### src/rtl/clkdiv_ctrl.sv
// Programmable divide-by-N clock-enable generator with boundary-aligned divisor reconfiguration.
// Emits a one-cycle tick at the end of each period and a near-50% duty level output.
module clkdiv_ctrl #(
    parameter int          CNT_W   = 8,
    parameter int unsigned DEF_DIV = 5
) (
    input  logic             clk_i,
    input  logic             rst_i,
    input  logic             en_i,
    input  logic             cfg_valid_i,
    input  logic [CNT_W-1:0] cfg_div_i,
    output logic             cfg_ready_o,
    output logic             cfg_err_o,
    output logic             div_tick_o,
    output logic             div_level_o,
    output logic             running_o,
    output logic [CNT_W-1:0] cur_div_o
);

    typedef enum logic [1:0] {IDLE, RUN, PEND} state_t;

    state_t           state_q, state_d;
    logic [CNT_W-1:0] cnt_q, cnt_d;
    logic [CNT_W-1:0] cur_div_q, cur_div_d;
    logic [CNT_W-1:0] pend_div_q, pend_div_d;
    logic             err_q, err_d;

    logic             active, accept, legal, tick;
    logic [CNT_W-1:0] last_cnt, hi_len;

    // Divisor >= 2 keeps these subtractions from wrapping.
    assign last_cnt = cur_div_q - CNT_W'(1);
    assign hi_len   = cur_div_q - (cur_div_q >> 1);

    assign active = (state_q != IDLE);
    assign tick   = active && (cnt_q == last_cnt);
    assign legal  = (cfg_div_i >= CNT_W'(2));
    assign accept = cfg_valid_i && cfg_ready_o;

    assign cfg_ready_o = (state_q != PEND);
    assign cfg_err_o   = err_q;
    assign div_tick_o  = tick;
    assign div_level_o = active && (cnt_q < hi_len);
    assign running_o   = active;
    assign cur_div_o   = cur_div_q;

    always_comb begin
        state_d    = state_q;
        cnt_d      = cnt_q;
        cur_div_d  = cur_div_q;
        pend_div_d = pend_div_q;
        err_d      = accept && !legal;
        case (state_q)
            IDLE: begin
                cnt_d = '0;
                if (accept && legal) cur_div_d = cfg_div_i;
                if (en_i) state_d = RUN;
            end
            RUN: begin
                if (tick) begin
                    cnt_d = '0;
                    if (accept && legal) cur_div_d = cfg_div_i;
                    if (!en_i) state_d = IDLE;
                end else begin
                    cnt_d = cnt_q + CNT_W'(1);
                    if (accept && legal) begin
                        pend_div_d = cfg_div_i;
                        state_d    = PEND;
                    end
                end
            end
            PEND: begin
                if (tick) begin
                    cnt_d      = '0;
                    cur_div_d  = pend_div_q;
                    pend_div_d = '0;
                    state_d    = en_i ? RUN : IDLE;
                end else begin
                    cnt_d = cnt_q + CNT_W'(1);
                end
            end
            default: begin
                state_d = IDLE;
                cnt_d   = '0;
            end
        endcase
    end

    always_ff @(posedge clk_i) begin
        if (!rst_i) begin
            state_q    <= IDLE;
            cnt_q      <= '0;
            cur_div_q  <= CNT_W'(DEF_DIV);
            pend_div_q <= '0;
            err_q      <= 1'b0;
        end else begin
            state_q    <= state_d;
            cnt_q      <= cnt_d;
            cur_div_q  <= cur_div_d;
            pend_div_q <= pend_div_d;
            err_q      <= err_d;
        end
    end

endmodule

### config.mk
export PLATFORM = sky130hd
export DESIGN_NAME = clkdiv_ctrl
export DESIGN_NICKNAME = d
export VERILOG_FILES = /design/src/rtl/clkdiv_ctrl.sv
export SDC_FILE = /design/constraint.sdc
export NUM_CORES = 1
export LEC_CHECK = 0
export ABC_AREA = 0
export BUFFER_PORTS_ARGS = -buffer_cell sky130_fd_sc_hd__buf_4
export CAP_MARGIN = 20
export CORE_MARGIN = 3
export CORE_UTILIZATION = 55
export DETAILED_ROUTE_END_ITERATION = 6
export GPL_TIMING_DRIVEN = 0
export PLACE_DENSITY = 0.85
export SLEW_MARGIN = 10
export SYNTH_ARGS = -nofsm -noshare
export SYNTH_HDL_FRONTEND = slang
export SYNTH_SLANG_ARGS = --single-unit
export TNS_END_PERCENT = 5
### constraint.sdc
create_clock -name clk_i -period 3.55 [get_ports clk_i]
set_input_delay 0.355 -clock clk_i [delete_from_list [all_inputs] [get_ports clk_i]]
set_output_delay 0.355 -clock clk_i [all_outputs]
set_load 0.005 [all_outputs]
# Word level (Yosys, flattened, before mapping)
# Index checks and enable logic that the tools add are counted.
# word_totals
inputBits,12
output_inout_bits,13
wordCells,53
reg_bits,27
# classes
n_reduce_logical,15
add_sub_neg,3
bitwise_logic,2
n_lt_le_gt_ge,2
eq_ne,11
mux,15
# ops
op,count
two-way mux 8 bit,6
case mux 8 bit (3 select lines),1
case mux 8 bit (2 select lines),1
!= test 2 bit (second input constant),6
two-way mux 2 bit,5
adder 8 x 1 -> 8 bit (second input constant),1
equality test 8 bit,1
greater-or-equal comparator 8 x 2 -> 1 bit (second input constant),1
< comparator 8 bit,1
AND reduction 4 bit,2
subtractor 8 x 1 -> 8 bit (second input constant),1
subtractor 8 x 7 -> 8 bit,1
!= test 3 bit (second input constant),2
case mux 2 bit (3 select lines),1
logical AND 1 bit,5
nonzero test 2 bit,2
AND reduction 3 bit,1
nonzero test 3 bit,1
OR reduction 3 bit,1
equality test 2 x 1 -> 1 bit (second input constant),1
equality test 2 bit (second input constant),1
logical NOT 2 bit,1
inverter 1 bit,2
OR reduction 2 bit,1
other kinds (2),2

# Logic depth before layout (Yosys ltp)
# Gate-level depths: netlist of run 1.
# depth
ltp_word,6
depth_mapped,13
ltp_nobuf,13

# Worst setup path after synthesis of run 1
# No wires, ideal clock.
# synth_timing
kind,register to output
from,register cur_div_q[1] (netlist: cur_div_o[1])
to,output port div_level_o
slack_ns,0.864
t_arrival_ns,2.331
stages_incl_launch_ff,13
path_buffers,0
required_ns,3.195
cell_sequence,dfxtp_1 ha_1 inv_1 fa_1 a21oi_1 nor2_1 nor2_1 o21bai_1 a21oi_1 xor2_1 ha_1 nor4_1 a211o_1
# synth_via
elab_chain_len,3
# synth_lines
item,line_no,source
"start, declared",24,"logic [CNT_W-1:0] cur_div_q, cur_div_d;"
"start signal, assigned",93,cur_div_q <= CNT_W'(DEF_DIV);
"start signal, assigned",99,cur_div_q <= cur_div_d;
subtractor 8 x 7 -> 8 bit,33,assign hi_len = cur_div_q - (cur_div_q >> 1);
< comparator 8 bit,43,assign div_level_o = active && (cnt_q < hi_len);
logical AND 1 bit,43,
"end, declared",15,"output logic div_level_o,"
# No other way between the ends.

# Worst setup path after layout of run 1
# layout_timing
from,register cur_div_q[2] (netlist: cur_div_o[2])
to,output port div_level_o
# Same word-level chain as after synthesis.

==> results of run 1 <==
==> per-stage QoR <==
stage / hold WS (ns) / utilization [%] / area, sq um
2_1_floorplan: 0.438 / - / 1950
3_3_place_gp: 0.447 / 64.4 / 2180
3_5_place_dp: 0.459 / 64.4 / 2180
4_1_cts: 0.239 / 65.2 / 2210
5_1_grt: 0.249 / 65.4 / 2220
6_report: 0.238 / 65.4 / 2220
==> timing repair <==
item	4_1_cts	5_1_grt
hold buffers	0	0
resized for setup	0	3
hold endpoints to repair	0	0
endpoints found under the setup margin	0	1
==> power by group through the flow <==
stage / clock [W] / combinational, W / sequential, W
2_1_floorplan: 0 / 0.000728 / 0.000430
3_3_place_gp: 0 / 0.000941 / 0.000446
3_5_place_dp: 0 / 0.000976 / 0.000448
4_1_cts: 0.000138 / 0.000979 / 0.000441
5_1_grt: 0.000143 / 0.00111 / 0.000452
6_report: 0.000136 / 0.000980 / 0.000442
==> worst max-delay path: cells and delay by family, from the launching register on <==
kind	cells	cell delay [ns]
AND/OR/NAND/NOR	1	0.06
AO/OA/AOI/OAI	6	1.08
flip-flops	1	0.41
XOR/XNOR	1	0.14
adder cells (fa/ha/maj)	2	0.56
buffers and inverters	3	0.36
==> synth_stat cells, drive strengths merged, types with 4 or more instances <==
cell type | number | area share, %
ha | 27 | 17
nor2b | 4 | 1.3
a22o | 7 | 3.1
inv | 18 | 3.5
mux2 | 5 | 2.9
mux2i | 4 | 2.1
xnor2 | 17 | 7.6
dfxtp | 27 | 28
nor2 | 13 | 2.5
xor2 | 9 | 4.0
nand3 | 12 | 3.1
nand2 | 9 | 1.7
o21ai | 7 | 1.8
a21oi | 9 | 2.9
nand2b | 4 | 1.3
nor4 | 4 | 2.4
o21bai | 4 | 1.5
==> area by class of cell <==
type	instances	share of cell area, %
buffer	5	0.960
timing repair buffer	23	7.79
multi-input combinational	163	60.0
tap	46	2.60
clock buffer	4	1.19
sequential	27	24.4
inverter	18	3.05
==> final timing paths <==
kind,start,to,slack (ns),cells after the start
setup / recovery,cur_div_o[2]$_SDFFE_PN1P_,div_level_o,0.25,13
hold / removal,cfg_div_i[3],pend_div_q[3]$_SDFFE_PN0P_,0.24,2
setup reg to reg,cur_div_o[2]$_SDFFE_PN1P_,cur_div_o[0]$_SDFFE_PN1P_,0.70,9
hold reg to reg,pend_div_q[0]$_SDFFE_PN0P_,pend_div_q[0]$_SDFFE_PN0P_,0.49,1
==> sequential cells by signal (all words and copies together), names as in the netlist <==
register	flops
cnt_q	8
cur_div_o	8
pend_div_q	8
state_q	2
cfg_err_o	1
==> logic make-up after synthesis <==
family / after synthesis / share of synthesized area (%)
compound gates: 41 / 15.5
xor+xnor: 26 / 11.7
fa+ha+maj: 28 / 18.3
buf+inv: 23 / 4.55
flops: 27 / 27.7
mux: 9 / 4.94
simple gates: 59 / 17.3
==> routing by layer <==
metal  share of wire, %  wire, microns  GRT usage [%]
met1                 48           1870           24.4
met2                 48           1860           34.4
met3                2.2             86           1.03
met4                2.2             85           7.25
met5                  0              0              0
==> impl_metrics.ini, run 1 <==
[power_and_ir_drop]
power.internal_w = 0.000875
power.share.switching_pct = 43.8
power.density_nw_per_um2 = 703
p_switching_w = 0.000683
power_frac_comb_pct = 62.9
p_leak_nw = 0.959
sequentialPowerShare_pct = 28.4
peakVddDrop_mv = 0.353
finalPower_w = 0.00156
pwr-share-clk_pct = 8.7

[place]
place_inst = 282
gp_congestion = 0.813
place_ws_ns = 0.563
numPortBuffers = 23
hpwl_mm = 3.17

[timing]
fin_skew_ns = 0.00504
rsz0062_at_grt = false
fmax_mhz = 303
hold_viol = 0
final-setup-viol-count = 0
slew_headroom_pct = 61.8
worstMarginPinSlew_ns = 0.569
timing.final.crit_period_ns = 3.30
fin_setup_tns_ns = 0
report.final.slew_viol_count = 0
worst_slack_ns = 0.247
final.period_utilization_pct = 93.0

[finish]
diodes = 0
area_delta_synth_final_pct = 13.5
nNetsFinal = 281
multi_input_area_sq_um = 1330
instances_no_fill = 286
nFillCells = 278
layout_commonest_cell = ha_1
drive_gt1_share_pct = 17.5
regArea_sq_um = 542
final_cell_mix = 27 x ha_1, 26 x dfxtp_1, 23 x buf_4

[synth]
synth-edff-count = 0
synth_ff_type = dfxtp_1
yosys_warnings = 0
yosys.cell_types.count = 44
async_flop_share_pct = 0
yosysSeqAreaShare_pct = 27.7
synth_nets = 253
syn-cell-area_sq_um = 1950
postSynthAreaPerCell_sq_um = 9.16
ys_ff_latch = 27
synth_cells = 213

[worst_hold_path]
worstHoldPathType = in -> reg

[global_routing]
antenna_found_initial = 0
grt_pass1_wl_mm = 6.55
overflow = 0
grt_pass1_vias = 1501
track_usage_pct = 19.3
grt_start_max_net_pins = 15

[clocking]
numCtsBuffers = 3
insertion_delay_ns = 0.34
ctsLongestPathBuffers = 2
clock-sinks = 27
clk_pin_slew_ns = 0.14
clock_tree.root_cell = clkbuf_4
postCtsSetupBuffers = 0
cts_tree = yes
htree_num_levels = 1

[worst_setup_path]
critPathKind = reg -> out
cpPeakStageDelay_ns = 0.41
worstPathRequired_ns = 3.19
critPathCaptureType = primary output
crit_chain = inv_1 > ha_1 > inv_1 > a21oi_2 > o21bai_1 > a21oi_1 > o21bai_1 > a21oi_1 > xnor2_1 > ha_1 > nor4_1 > a211o_1 > buf_4
cp_slowest_cell = dfxtp_1
critPathMaxFanout = 6
cp.arrival_ns = 2.95
start_kind = register

[floorplan]
io_pins = 25
num_rows = 21
core_area_sq_um = 3390
die_w_microns = 65.6
die-area_sq_um = 4300
die_h_microns = 65.6
initial_core_util_pct = 57.6

[route]
drc_errors = 0
wl_mm = 3.89
vias = 1560
wl_per_cell_microns = 13.6
drtIter0Drc = 61
viasPerCell = 5.45
drtPass1Iterations = 5
ant_nets = 0

[run_status]
outcome = completed

[run]
timing.max_cap.violations = 0
(Power assumes the default switching activity.)
==> run 2, diff against run 1 <==
--- a/config.mk
+++ b/config.mk
@@ -8,8 +8,9 @@
 export ABC_AREA = 0
 export BUFFER_PORTS_ARGS = -buffer_cell sky130_fd_sc_hd__buf_4
 export CAP_MARGIN = 20
-export CORE_MARGIN = 3
+export CORE_MARGIN = 1.5
 export CORE_UTILIZATION = 55
+export CTS_BUF_LIST = sky130_fd_sc_hd__clkbuf_2
 export DETAILED_ROUTE_END_ITERATION = 6
 export GPL_TIMING_DRIVEN = 0
 export PLACE_DENSITY = 0.85
==> run 2 against run 1 <==
Count of clock-buffer cells in the layout shrank 1. Total power grew 2.1%. Non-clock buffer count grew 2. Largest cell class unchanged. Fmax is essentially flat. Routed wire length grew 1.6%. First-iteration DRC count grew 20%. Combinational power grew 5%. Clock skew grew 0.0022 ns. Core utilization grew 1.4 points. Design area grew 1.4%.
==> impl_metrics.ini, run 2 (synthesis gave the netlist of run 1 again) <==
[run_status]
outcome = completed

[worst_setup_path]
critPathMaxFanout = 3
critPathCaptureType = primary output
cp.arrival_ns = 2.95
r2r_cells = 9
worstPathRequired_ns = 3.19
start_kind = register
r2r_setup_slack_ns = 0.70
critPathKind = reg -> out
r2r-start = cur_div_o[2]$_SDFFE_PN1P_
rr_endpoint = cur_div_o[0]$_SDFFE_PN1P_

[power_and_ir_drop]
finalPower_w = 0.00159
pwr-share-clk_pct = 7.5
power.internal_w = 0.000890
peakVddDrop_mv = 0.391
power.density_nw_per_um2 = 709
p_switching_w = 0.000702
power_frac_comb_pct = 64.5
power.share.switching_pct = 44.1
sequentialPowerShare_pct = 28.1
p_leak_nw = 0.965

[floorplan]
io_pins = 25
num_rows = 21
core_area_sq_um = 3360
die_w_microns = 62.6
die_h_microns = 62.6
initial_core_util_pct = 58.0
die-area_sq_um = 3920

[route]
drc_errors = 0
vias = 1571
drtPass1Iterations = 4
wl_per_cell_microns = 13.7
wl_mm = 3.96
drtIter0Drc = 73
ant_nets = 0
viasPerCell = 5.45

[timing]
fin_setup_tns_ns = 0
fin_skew_ns = 0.00722
report.final.slew_viol_count = 0
hold_viol = 0
fmax_mhz = 303
worstMarginPinSlew_ns = 0.557
final.period_utilization_pct = 93.0
final-setup-viol-count = 0
slew_headroom_pct = 61.9
timing.final.crit_period_ns = 3.30
rsz0062_at_grt = false

[finish]
area_delta_synth_final_pct = 15.1
nNetsFinal = 283
drive_gt1_share_pct = 21.1
layout_commonest_cell = ha_1
final_cell_mix = 27 x ha_1, 25 x buf_4, 23 x dfxtp_1
diodes = 0

[clocking]
clock-sinks = 27
cts_tree = yes
clock_tree.root_cell = clkbuf_2
htree_num_levels = 1
clk_pin_slew_ns = 0.26
ctsLongestPathBuffers = 2
numCtsBuffers = 3
insertion_delay_ns = 0.36

[run]
timing.max_cap.violations = 0

[place]
hpwl_mm = 3.12
numPortBuffers = 23
gp_congestion = 0.764

[global_routing]
grt_pass1_vias = 1544
track_usage_pct = 20.9
overflow = 0
grt_pass1_wl_mm = 6.76
grt_start_max_net_pins = 17
antenna_found_initial = 0

[worst_hold_path]
worstHoldPathType = in -> reg
min_path_cells = 2
min_from = cfg_div_i[3]
hold_end = pend_div_q[3]$_SDFFE_PN0P_
## run 2: worst max-delay path by stage
stage | start | depth (start not counted) | slack, ns | end
after floorplan | cur_div_o[1]$_SDFFE_PN0P_ | 12 | 0.86 | div_level_o
after global placement | cur_div_o[1]$_SDFFE_PN0P_ | 13 | 0.59 | div_level_o
after detailed placement | cur_div_o[0]$_SDFFE_PN1P_ | 14 | 0.50 | div_level_o
after CTS | cur_div_o[0]$_SDFFE_PN1P_ | 14 | 0.05 | div_level_o
after global routing | cur_div_o[2]$_SDFFE_PN1P_ | 13 | 0.02 | div_level_o
final | cur_div_o[0]$_SDFFE_PN1P_ | 14 | 0.25 | div_level_o
## run 2: power groups by stage
| stage | combinational (W) | sequential, W | clock [W] |
|---|---|---|---|
| 5_1_grt | 0.00115 | 0.000459 | 0.000132 |
| 6_report | 0.00103 | 0.000447 | 0.000119 |
| 4_1_cts | 0.000979 | 0.000443 | 0.000120 |
| 2_1_floorplan | 0.000728 | 0.000430 | 0 |
| 3_5_place_dp | 0.000967 | 0.000450 | 0 |
| 3_3_place_gp | 0.000943 | 0.000447 | 0 |
## run 2: repair_timing
action / in CTS / in global routing
resized for setup: 0 / 10
setup buffers: 0 / 2
hold buffers: 0 / 0
endpoints found under the setup margin: 0 / 1
## run 2: layer usage
metal / up-vias / part of all wire [%] / global-route usage (%)
met5: - / 0 / 0
met3: 4 / 1.9 / 1.80
met2: 20 / 49 / 37.1
met1: 742 / 48 / 26.7
met4: 0 / 0.68 / 6.67
li1: 805 / - / -
## run 2: through the flow
stage | setup WS [ns] | hold WS [ns] | cells | instance area, sq um | utilization [%]
after floorplan | 0.864 | 0.438 | 213 | 1950 | -
after global placement | 0.591 | 0.447 | 282 | 2180 | 64.9
after detailed placement | 0.501 | 0.456 | 282 | 2180 | 64.9
after CTS | 0.0525 | 0.197 | 286 | 2200 | 65.6
after global routing | 0.0211 | 0.177 | 288 | 2250 | 66.8
final | 0.248 | 0.199 | 288 | 2250 | 66.8
## run 2: layout make-up
cell class,count,area (sq um)
plain buffers,5,21.3
clock inverters,1,7.51
clock buffers,3,15.0
flip-flops and latches,27,548
multi-input cells,163,1340
inverters,18,67.6
repair buffers,25,188
well taps,46,57.6
fillers,295,1120
## run 2: critical path, stage by stage (launching register included)
cell,delay [ns]
dfxtp_4,0.40
inv_1,0.10
ha_1,0.17
inv_1,0.06
fa_2,0.37
a21oi_2,0.14
nor2_1,0.06
nor2_2,0.13
o21bai_1,0.08
a21oi_1,0.15
xor2_1,0.17
ha_1,0.25
nor4_2,0.28
a211o_1,0.13
buf_4,0.10
